--- config.mk ---
export PLATFORM = sky130hd
export DESIGN_NAME = i_execute_flat
export DESIGN_NICKNAME = d
export VERILOG_FILES = /design/src/rtl/i_execute_if.sv /design/src/rtl/i_execute.sv /design/src/flat_wrapper.sv
export SDC_FILE = /design/constraint.sdc
export NUM_CORES = 1
export LEC_CHECK = 0
export BUFFER_PORTS_ARGS = -buffer_cell sky130_fd_sc_hd__buf_2
export CAP_MARGIN = 10
export CORE_MARGIN = 2
export CORE_UTILIZATION = 30
export CTS_CLUSTER_SIZE = 30
export DETAILED_ROUTE_END_ITERATION = 7
export PLACE_DENSITY = 0.45
export SLEW_MARGIN = 20
export SYNTH_ARGS = -nofsm -noshare
export SYNTH_HDL_FRONTEND = slang
export SYNTH_SLANG_ARGS = --single-unit
export TNS_END_PERCENT = 100
--- constraint.sdc ---
create_clock -name clk -period 6.2 [get_ports clk]
set_clock_uncertainty 0.05 [all_clocks]
set_input_delay 0.93 -clock clk [delete_from_list [all_inputs] [get_ports clk]]
set_output_delay 0.93 -clock clk [all_outputs]
set_load 0.01 [all_outputs]
--- src/rtl/i_execute_if.sv ---
// rtl/i_execute_if.sv - ID/EX input and EX/MEM output bundle of the execute stage
//
// Purpose: groups the ID/EX latch fields consumed by the execute stage, the
//          flush/stall hazard pair, and the EX/MEM latch fields it produces.
// Modports:
//   master - upstream/hazard side: drives ID_EX_* and flush, observes stall and EX_MEM_*
//   slave  - execute stage: consumes ID_EX_* and flush, drives stall and EX_MEM_*
interface i_execute_if;
   logic        flush;
   logic [1:0]  ID_EX_wb_ctl;
   logic [2:0]  ID_EX_m_ctl;
   logic        ID_EX_regdst;
   logic        ID_EX_alusrc;
   logic [1:0]  ID_EX_aluop;
   logic [31:0] ID_EX_npc;
   logic [31:0] ID_EX_readdat1;
   logic [31:0] ID_EX_readdat2;
   logic [31:0] ID_EX_sign_ext;
   logic [4:0]  ID_EX_instr_2016;
   logic [4:0]  ID_EX_instr_1511;

   logic        stall;
   logic [1:0]  EX_MEM_wb_ctl;
   logic [2:0]  EX_MEM_m_ctl;
   logic [31:0] EX_MEM_NPC;
   logic        EX_MEM_zero;
   logic [31:0] EX_MEM_alu_result;
   logic [31:0] EX_MEM_rdata2;
   logic [4:0]  EX_MEM_write_reg;
   logic        EX_MEM_PCSrc;

   modport master (
      output flush, ID_EX_wb_ctl, ID_EX_m_ctl, ID_EX_regdst, ID_EX_alusrc, ID_EX_aluop,
             ID_EX_npc, ID_EX_readdat1, ID_EX_readdat2, ID_EX_sign_ext,
             ID_EX_instr_2016, ID_EX_instr_1511,
      input  stall, EX_MEM_wb_ctl, EX_MEM_m_ctl, EX_MEM_NPC, EX_MEM_zero,
             EX_MEM_alu_result, EX_MEM_rdata2, EX_MEM_write_reg, EX_MEM_PCSrc
   );

   modport slave (
      input  flush, ID_EX_wb_ctl, ID_EX_m_ctl, ID_EX_regdst, ID_EX_alusrc, ID_EX_aluop,
             ID_EX_npc, ID_EX_readdat1, ID_EX_readdat2, ID_EX_sign_ext,
             ID_EX_instr_2016, ID_EX_instr_1511,
      output stall, EX_MEM_wb_ctl, EX_MEM_m_ctl, EX_MEM_NPC, EX_MEM_zero,
             EX_MEM_alu_result, EX_MEM_rdata2, EX_MEM_write_reg, EX_MEM_PCSrc
   );
endinterface

--- src/rtl/i_execute.sv ---
// rtl/i_execute.sv - MIPS execute stage with EX/MEM latch and iterative multiplier
//
// Purpose: computes ALU result, zero flag, branch target and destination
//          register, and registers them into EX/MEM. A funct=011000 R-type
//          runs a MUL_CYCLES-step shift-add multiplier, stalling upstream.
// Ports:
//   clk - rising-edge pipeline clock
//   rst - synchronous active-high reset
//   ex  - i_execute_if.slave: ID/EX inputs, flush, stall, EX/MEM outputs
module i_execute #(
   parameter int WIDTH      = 32,
   parameter int MUL_CYCLES = 32
) (
   input logic     clk,
   input logic     rst,
   i_execute_if.slave ex
);
   localparam int            CW   = $clog2(MUL_CYCLES);
   localparam logic [CW-1:0] LAST = CW'(MUL_CYCLES - 1);

   typedef enum logic {IDLE, MUL} state_t;

   state_t           state;
   logic [CW-1:0]    count;
   logic [WIDTH-1:0] mcand, mplr, acc;

   logic [1:0]       r_wb;
   logic [2:0]       r_m;
   logic [WIDTH-1:0] r_npc, r_res, r_rdata2;
   logic             r_zero;
   logic [4:0]       r_wr;

   logic [WIDTH-1:0] op_a, op_b, alu_res, br_target, acc_step;
   logic [5:0]       funct;
   logic [4:0]       write_reg;
   logic             is_mul, last_step;

   logic [1:0]       nxt_wb;
   logic [2:0]       nxt_m;
   logic [WIDTH-1:0] nxt_npc, nxt_res, nxt_rdata2;
   logic             nxt_zero;
   logic [4:0]       nxt_wr;

   assign op_a      = ex.ID_EX_readdat1;
   assign op_b      = ex.ID_EX_alusrc ? ex.ID_EX_sign_ext : ex.ID_EX_readdat2;
   assign funct     = ex.ID_EX_sign_ext[5:0];
   assign write_reg = ex.ID_EX_regdst ? ex.ID_EX_instr_1511 : ex.ID_EX_instr_2016;
   assign br_target = ex.ID_EX_npc + (ex.ID_EX_sign_ext << 2);
   assign is_mul    = (ex.ID_EX_aluop == 2'b10) && (funct == 6'b011000) && !ex.flush;
   assign last_step = (state == MUL) && (count == LAST);
   // Accumulator value after this cycle's step; the final step feeds EX/MEM directly.
   assign acc_step  = acc + (mplr[0] ? mcand : '0);

   assign ex.stall = !rst && !ex.flush &&
                     (((state == IDLE) && is_mul) || ((state == MUL) && !last_step));

   always_comb begin
      alu_res = '0;
      case (ex.ID_EX_aluop)
         2'b01: alu_res = op_a - op_b;
         2'b10: begin
            case (funct)
               6'b100000: alu_res = op_a + op_b;
               6'b100010: alu_res = op_a - op_b;
               6'b100100: alu_res = op_a & op_b;
               6'b100101: alu_res = op_a | op_b;
               6'b101010: alu_res = {{(WIDTH-1){1'b0}}, ($signed(op_a) < $signed(op_b))};
               // mul result comes from the iterative unit; unknown funct yields 0
               default:   alu_res = '0;
            endcase
         end
         default: alu_res = op_a + op_b;
      endcase
   end

   // Next EX/MEM contents: a bubble unless a non-mul retires from IDLE or the multiply completes.
   always_comb begin
      nxt_wb     = '0;
      nxt_m      = '0;
      nxt_npc    = '0;
      nxt_res    = '0;
      nxt_rdata2 = '0;
      nxt_zero   = 1'b0;
      nxt_wr     = '0;
      if (!ex.flush && (((state == IDLE) && !is_mul) || last_step)) begin
         nxt_wb     = ex.ID_EX_wb_ctl;
         nxt_m      = ex.ID_EX_m_ctl;
         nxt_npc    = br_target;
         nxt_rdata2 = ex.ID_EX_readdat2;
         nxt_wr     = write_reg;
         nxt_res    = last_step ? acc_step : alu_res;
         nxt_zero   = (nxt_res == '0);
      end
   end

   always_ff @(posedge clk) begin
      if (rst) begin
         state    <= IDLE;
         count    <= '0;
         acc      <= '0;
         mcand    <= '0;
         mplr     <= '0;
         r_wb     <= '0;
         r_m      <= '0;
         r_npc    <= '0;
         r_res    <= '0;
         r_rdata2 <= '0;
         r_zero   <= 1'b0;
         r_wr     <= '0;
      end else begin
         r_wb     <= nxt_wb;
         r_m      <= nxt_m;
         r_npc    <= nxt_npc;
         r_res    <= nxt_res;
         r_rdata2 <= nxt_rdata2;
         r_zero   <= nxt_zero;
         r_wr     <= nxt_wr;
         if (ex.flush) begin
            state <= IDLE;
            count <= '0;
         end else begin
            case (state)
               IDLE: begin
                  if (is_mul) begin
                     mcand <= op_a;
                     mplr  <= op_b;
                     acc   <= '0;
                     count <= '0;
                     state <= MUL;
                  end
               end
               MUL: begin
                  acc   <= acc_step;
                  mcand <= mcand << 1;
                  mplr  <= mplr >> 1;
                  count <= count + CW'(1);
                  if (last_step)
                     state <= IDLE;
               end
               default: state <= IDLE;
            endcase
         end
      end
   end

   assign ex.EX_MEM_wb_ctl     = r_wb;
   assign ex.EX_MEM_m_ctl      = r_m;
   assign ex.EX_MEM_NPC        = r_npc;
   assign ex.EX_MEM_zero       = r_zero;
   assign ex.EX_MEM_alu_result = r_res;
   assign ex.EX_MEM_rdata2     = r_rdata2;
   assign ex.EX_MEM_write_reg  = r_wr;
   assign ex.EX_MEM_PCSrc      = r_m[2] & r_zero;
endmodule
--- src/flat_wrapper.sv ---
// flat-port wrapper written by rule: the top's interface ports become plain ports
module i_execute_flat 
#(
   parameter int WIDTH      = 32,
   parameter int MUL_CYCLES = 32
)
  (clk, rst, ex_flush, ex_ID_EX_wb_ctl, ex_ID_EX_m_ctl, ex_ID_EX_regdst, ex_ID_EX_alusrc, ex_ID_EX_aluop, ex_ID_EX_npc, ex_ID_EX_readdat1, ex_ID_EX_readdat2, ex_ID_EX_sign_ext, ex_ID_EX_instr_2016, ex_ID_EX_instr_1511, ex_stall, ex_EX_MEM_wb_ctl, ex_EX_MEM_m_ctl, ex_EX_MEM_NPC, ex_EX_MEM_zero, ex_EX_MEM_alu_result, ex_EX_MEM_rdata2, ex_EX_MEM_write_reg, ex_EX_MEM_PCSrc);
  i_execute_if ex_i ();
  input logic clk;
  input logic rst;
  input wire logic [$bits(ex_i.flush)-1:0] ex_flush;
  input wire logic [$bits(ex_i.ID_EX_wb_ctl)-1:0] ex_ID_EX_wb_ctl;
  input wire logic [$bits(ex_i.ID_EX_m_ctl)-1:0] ex_ID_EX_m_ctl;
  input wire logic [$bits(ex_i.ID_EX_regdst)-1:0] ex_ID_EX_regdst;
  input wire logic [$bits(ex_i.ID_EX_alusrc)-1:0] ex_ID_EX_alusrc;
  input wire logic [$bits(ex_i.ID_EX_aluop)-1:0] ex_ID_EX_aluop;
  input wire logic [$bits(ex_i.ID_EX_npc)-1:0] ex_ID_EX_npc;
  input wire logic [$bits(ex_i.ID_EX_readdat1)-1:0] ex_ID_EX_readdat1;
  input wire logic [$bits(ex_i.ID_EX_readdat2)-1:0] ex_ID_EX_readdat2;
  input wire logic [$bits(ex_i.ID_EX_sign_ext)-1:0] ex_ID_EX_sign_ext;
  input wire logic [$bits(ex_i.ID_EX_instr_2016)-1:0] ex_ID_EX_instr_2016;
  input wire logic [$bits(ex_i.ID_EX_instr_1511)-1:0] ex_ID_EX_instr_1511;
  output wire logic [$bits(ex_i.stall)-1:0] ex_stall;
  output wire logic [$bits(ex_i.EX_MEM_wb_ctl)-1:0] ex_EX_MEM_wb_ctl;
  output wire logic [$bits(ex_i.EX_MEM_m_ctl)-1:0] ex_EX_MEM_m_ctl;
  output wire logic [$bits(ex_i.EX_MEM_NPC)-1:0] ex_EX_MEM_NPC;
  output wire logic [$bits(ex_i.EX_MEM_zero)-1:0] ex_EX_MEM_zero;
  output wire logic [$bits(ex_i.EX_MEM_alu_result)-1:0] ex_EX_MEM_alu_result;
  output wire logic [$bits(ex_i.EX_MEM_rdata2)-1:0] ex_EX_MEM_rdata2;
  output wire logic [$bits(ex_i.EX_MEM_write_reg)-1:0] ex_EX_MEM_write_reg;
  output wire logic [$bits(ex_i.EX_MEM_PCSrc)-1:0] ex_EX_MEM_PCSrc;
  assign ex_i.flush = ex_flush;
  assign ex_i.ID_EX_wb_ctl = ex_ID_EX_wb_ctl;
  assign ex_i.ID_EX_m_ctl = ex_ID_EX_m_ctl;
  assign ex_i.ID_EX_regdst = ex_ID_EX_regdst;
  assign ex_i.ID_EX_alusrc = ex_ID_EX_alusrc;
  assign ex_i.ID_EX_aluop = ex_ID_EX_aluop;
  assign ex_i.ID_EX_npc = ex_ID_EX_npc;
  assign ex_i.ID_EX_readdat1 = ex_ID_EX_readdat1;
  assign ex_i.ID_EX_readdat2 = ex_ID_EX_readdat2;
  assign ex_i.ID_EX_sign_ext = ex_ID_EX_sign_ext;
  assign ex_i.ID_EX_instr_2016 = ex_ID_EX_instr_2016;
  assign ex_i.ID_EX_instr_1511 = ex_ID_EX_instr_1511;
  assign ex_stall = ex_i.stall;
  assign ex_EX_MEM_wb_ctl = ex_i.EX_MEM_wb_ctl;
  assign ex_EX_MEM_m_ctl = ex_i.EX_MEM_m_ctl;
  assign ex_EX_MEM_NPC = ex_i.EX_MEM_NPC;
  assign ex_EX_MEM_zero = ex_i.EX_MEM_zero;
  assign ex_EX_MEM_alu_result = ex_i.EX_MEM_alu_result;
  assign ex_EX_MEM_rdata2 = ex_i.EX_MEM_rdata2;
  assign ex_EX_MEM_write_reg = ex_i.EX_MEM_write_reg;
  assign ex_EX_MEM_PCSrc = ex_i.EX_MEM_PCSrc;
  i_execute #(.WIDTH(WIDTH), .MUL_CYCLES(MUL_CYCLES)) u_core (.clk(clk), .rst(rst), .ex(ex_i));
endmodule
==> metrics.md <==
| Metric | Value |
|---|---|
| Outcome | completed |
| CTS tree | yes |
| First-pass GRT wire length | 96,030 um |
| Cell Area, Synth | 16,530 um2 |
| Fraction of layout cells with a size suffix above 1 | 15.61% |
| Worst path cell trace | buf_2 -> buf_12 -> mux2i_1 -> ha_1 -> inv_1 -> a21oi_1 -> nor4_1 -> a21boi_4 -> nor2_1 -> a41oi_1 -> a311oi_1 -> o32ai_2 -> o2111ai_1 -> or4_1 -> nor4bb_1 |
| Syn_area_per_cell | 7.725 um2 |
| Worst slew pin tran | 1.079 ns |
| Vias/cell | 5.323 |
| Synth cell types | 89 |
| Largest family of logic cells by synthesized area | compound AO/OA/AOI/OAI gates |
| Clock Power Share | 39.1% |
| Chip height | 238.8 um |
| Combinational Power Share | 27.8% |
| Final wirelength | 64,800 um |
| Site row count | 86 |
| Die width | 238.8 um |
| Yosys top cell area share | 25.31% |
| Main flop type after synthesis | dfxtp_1 |
| Ant diodes | 0 |
| Syn_nets | 2,470 |
| NetSw | 1.395 mW |
| Most frequent cells in the layout | 257 x buf_2, 220 x nor2_1, 208 x nand2_1 |
| Clock latency on the worst-skew pair | 0.57 ns |
| Clock transition at path regs | 0.06 ns |
| Synth Area in XOR/XNOR | 4.185% |
| Drt first pass iters | 7 |
| Final net count | 2,681 |
| Clk Tree Root Cell | clkbuf_16 |
| Fillers | 5,816 |
| Detailed Place HPWL | 51,090 um |
| Area growth, synth to finish | 17.74% |
| CP peak stage delay | 0.58 ns |
| Slowest CP cell | nor4_1 |
| Final RePlAce weighted congestion | 0.9196 |
| Most common cell after layout, fill and taps aside | buf_2 |
| Seq/Total Area, Yosys | 25.31% |
| Synth area leaders | dfxtp_1 25%, ha_1 13%, mux2i_1 5.3%, a21oi_1 5.2%, nor2_1 5.0% |
| # resized after CTS | 0 |
| Post-DRT Antenna Nets | 0 |
| I/O pins | 259 |
| Vias in the first global route | 15,580 |
| Yosys reg bits | 209 |
| Synth warnings | 0 |
| H-tree levels | 1 |
| Initial Util | 30.18% |
| Synth Area in Compound Gates | 24.10% |
| Grt total ovfl | 0 |
| Setup CP Type | primary input to flip-flop |
| Reg power frac | 33.1% |
| Hold Vio Cnt, Final | 0 |
| Fin crit share | 83.23% |
| DRC | 0 |
| PwrDens | 217.0 nW/um2 |
| Asr flop ratio synth | 0% |
| EDFF count, synth | 0 |
| Multi-input gate area | 11,440 um2 |
| Pin count of the biggest net entering global routing | 67 |
| Synth Area in Simple Gates | 21.49% |
| Worst hold path type | flip-flop to flip-flop |
| Max_slew headroom | 28.03% |
| Final setup violation count | 0 |
| Storage cell area | 4189 um2 |
| Yosys top cell by area | dfxtp_1 |
| Synth Area in Adders | 13.80% |
| Mapped Cells | 2,140 |
| Switching portion of total power | 33.04% |
| IO buf count | 258 |
| CP Capture Type | flip-flop |
| RSZ-0062 raised after global routing | no |
| Longest Clk Path Bufs | 3 |
| Multiplexer share of the synthesized area | 5.532% |
| Slew Viols, Final | 0 |
| Gr usage total | 22.00% |
| Initial antenna violation count | 3 |
| Setup TNS | 0 ns |
| DRT iter0 DRCs | 1,082 |
| CTS Hold Buffers Added | 0 |
| Crit start category | primary input |
| Peak supply drop | 203.9 uV |
| CTS Buf Count | 28 |
| Die area | 57,000 um2 |
| Total Power | 4.223 mW |
| Post-CTS Setup Inserts | 0 |
| Wire length per cell | 21.08 um |
| Min Hold Slack | 0.4011 ns |
| Maximum operating frequency | 193.8 MHz |
| Leak | 8.669 nW |
| Via count | 16,360 |
| Crit path max fanout | 29 |
| Maxcap violations | 0 |
| Core ar. | 54,770 um2 |
| # clock sinks | 209 |
| Crit path DAT | 5.59 ns |
| Minimum clock period | 5.160 ns |
| WP data required | 6.63 ns |
| Int Pwr | 2.828 mW |
## power groups by stage
stage	combinational, mW	sequential [mW]	clock [mW]
finish	1.17	1.40	1.65
global route	1.28	1.40	1.76
CTS	1.17	1.40	1.71
detailed placement	1.16	1.43	0
global placement	1.16	1.43	0
floorplan	0.728	1.45	0
## metal layers
metal	wire length [um]	track usage [%]	share of wire (%)	vias up
met3	3271	3.464	5.0	97
met4	2698	8.295	4.2	2
li1	-	-	-	8008
met5	12	0	0.019	-
met1	28580	28.54	44	7784
met2	30240	36.62	47	473
## layout make-up
| type | count | share of cell area [%] |
|---|---|---|
| Clock buffer | 42 | 4.287 |
| Clock inverter | 7 | 0.5014 |
| Inverter | 128 | 2.468 |
| Multi-Input combinational cell | 1695 | 58.79 |
| Sequential cell | 209 | 21.52 |
| Tap cell | 704 | 4.525 |
| Timing Repair Buffer | 289 | 7.906 |
## critical path, delay by kind of cell
family	cells	cell delay (ns)
fa+ha+maj	1	0.45
buf+inv	3	0.72
compound gates	6	1.62
simple gates	4	1.37
mux	1	0.46
## cells by family (layout without fill, tap and decap cells)
group / count (synthesis) / count (layout)
AND/OR/NAND/NOR: 742 / 742
flip-flops: 209 / 209
XOR/XNOR: 79 / 79
adder cells (fa/ha/maj): 180 / 180
buffers and inverters: 236 / 466
AO/OA/AOI/OAI: 603 / 603
multiplexers: 91 / 91
## worst paths after layout
kind | depth (start not counted) | startpoint | slack (ns) | end
min | 2 | u_core.mplr[30] | 0.40 | u_core.mplr[30]
max | 15 | ex_ID_EX_alusrc | 1.04 | u_core.ex.EX_MEM_zero
min reg2reg | 2 | u_core.mplr[30] | 0.40 | u_core.mplr[30]
max reg2reg | 14 | u_core.mplr[0] | 1.37 | u_core.ex.EX_MEM_zero
## cells in the mapped netlist, drive strengths merged (20+ instances only)
master / number
nor2: 223
dfxtp: 209
nand2: 209
ha: 176
a21oi: 173
inv: 128
o21ai: 128
and2: 89
mux2i: 88
clkbuf: 82
xnor2: 50
a211oi: 48
nor3: 42
nand3: 41
xor2: 29
a21o: 26
buf: 26
a22oi: 25
nor2b: 22
o211ai: 22
nand2b: 20
## metrics by stage
step | utilization [%] | setup WS, ns | std cells | instance area [um2]
2_1_floorplan | - | 1.009 | 2140 | 16530
3_3_place_gp | 33.84 | 0.5686 | 3025 | 18530
3_5_place_dp | 33.84 | 0.5737 | 3025 | 18530
4_1_cts | 35.54 | 1.141 | 3074 | 19460
5_1_grt | 35.54 | 0.6431 | 3074 | 19460
6_report | 35.54 | 1.040 | 3074 | 19460
No activity file was read; power rests on OpenSTA's default activity.
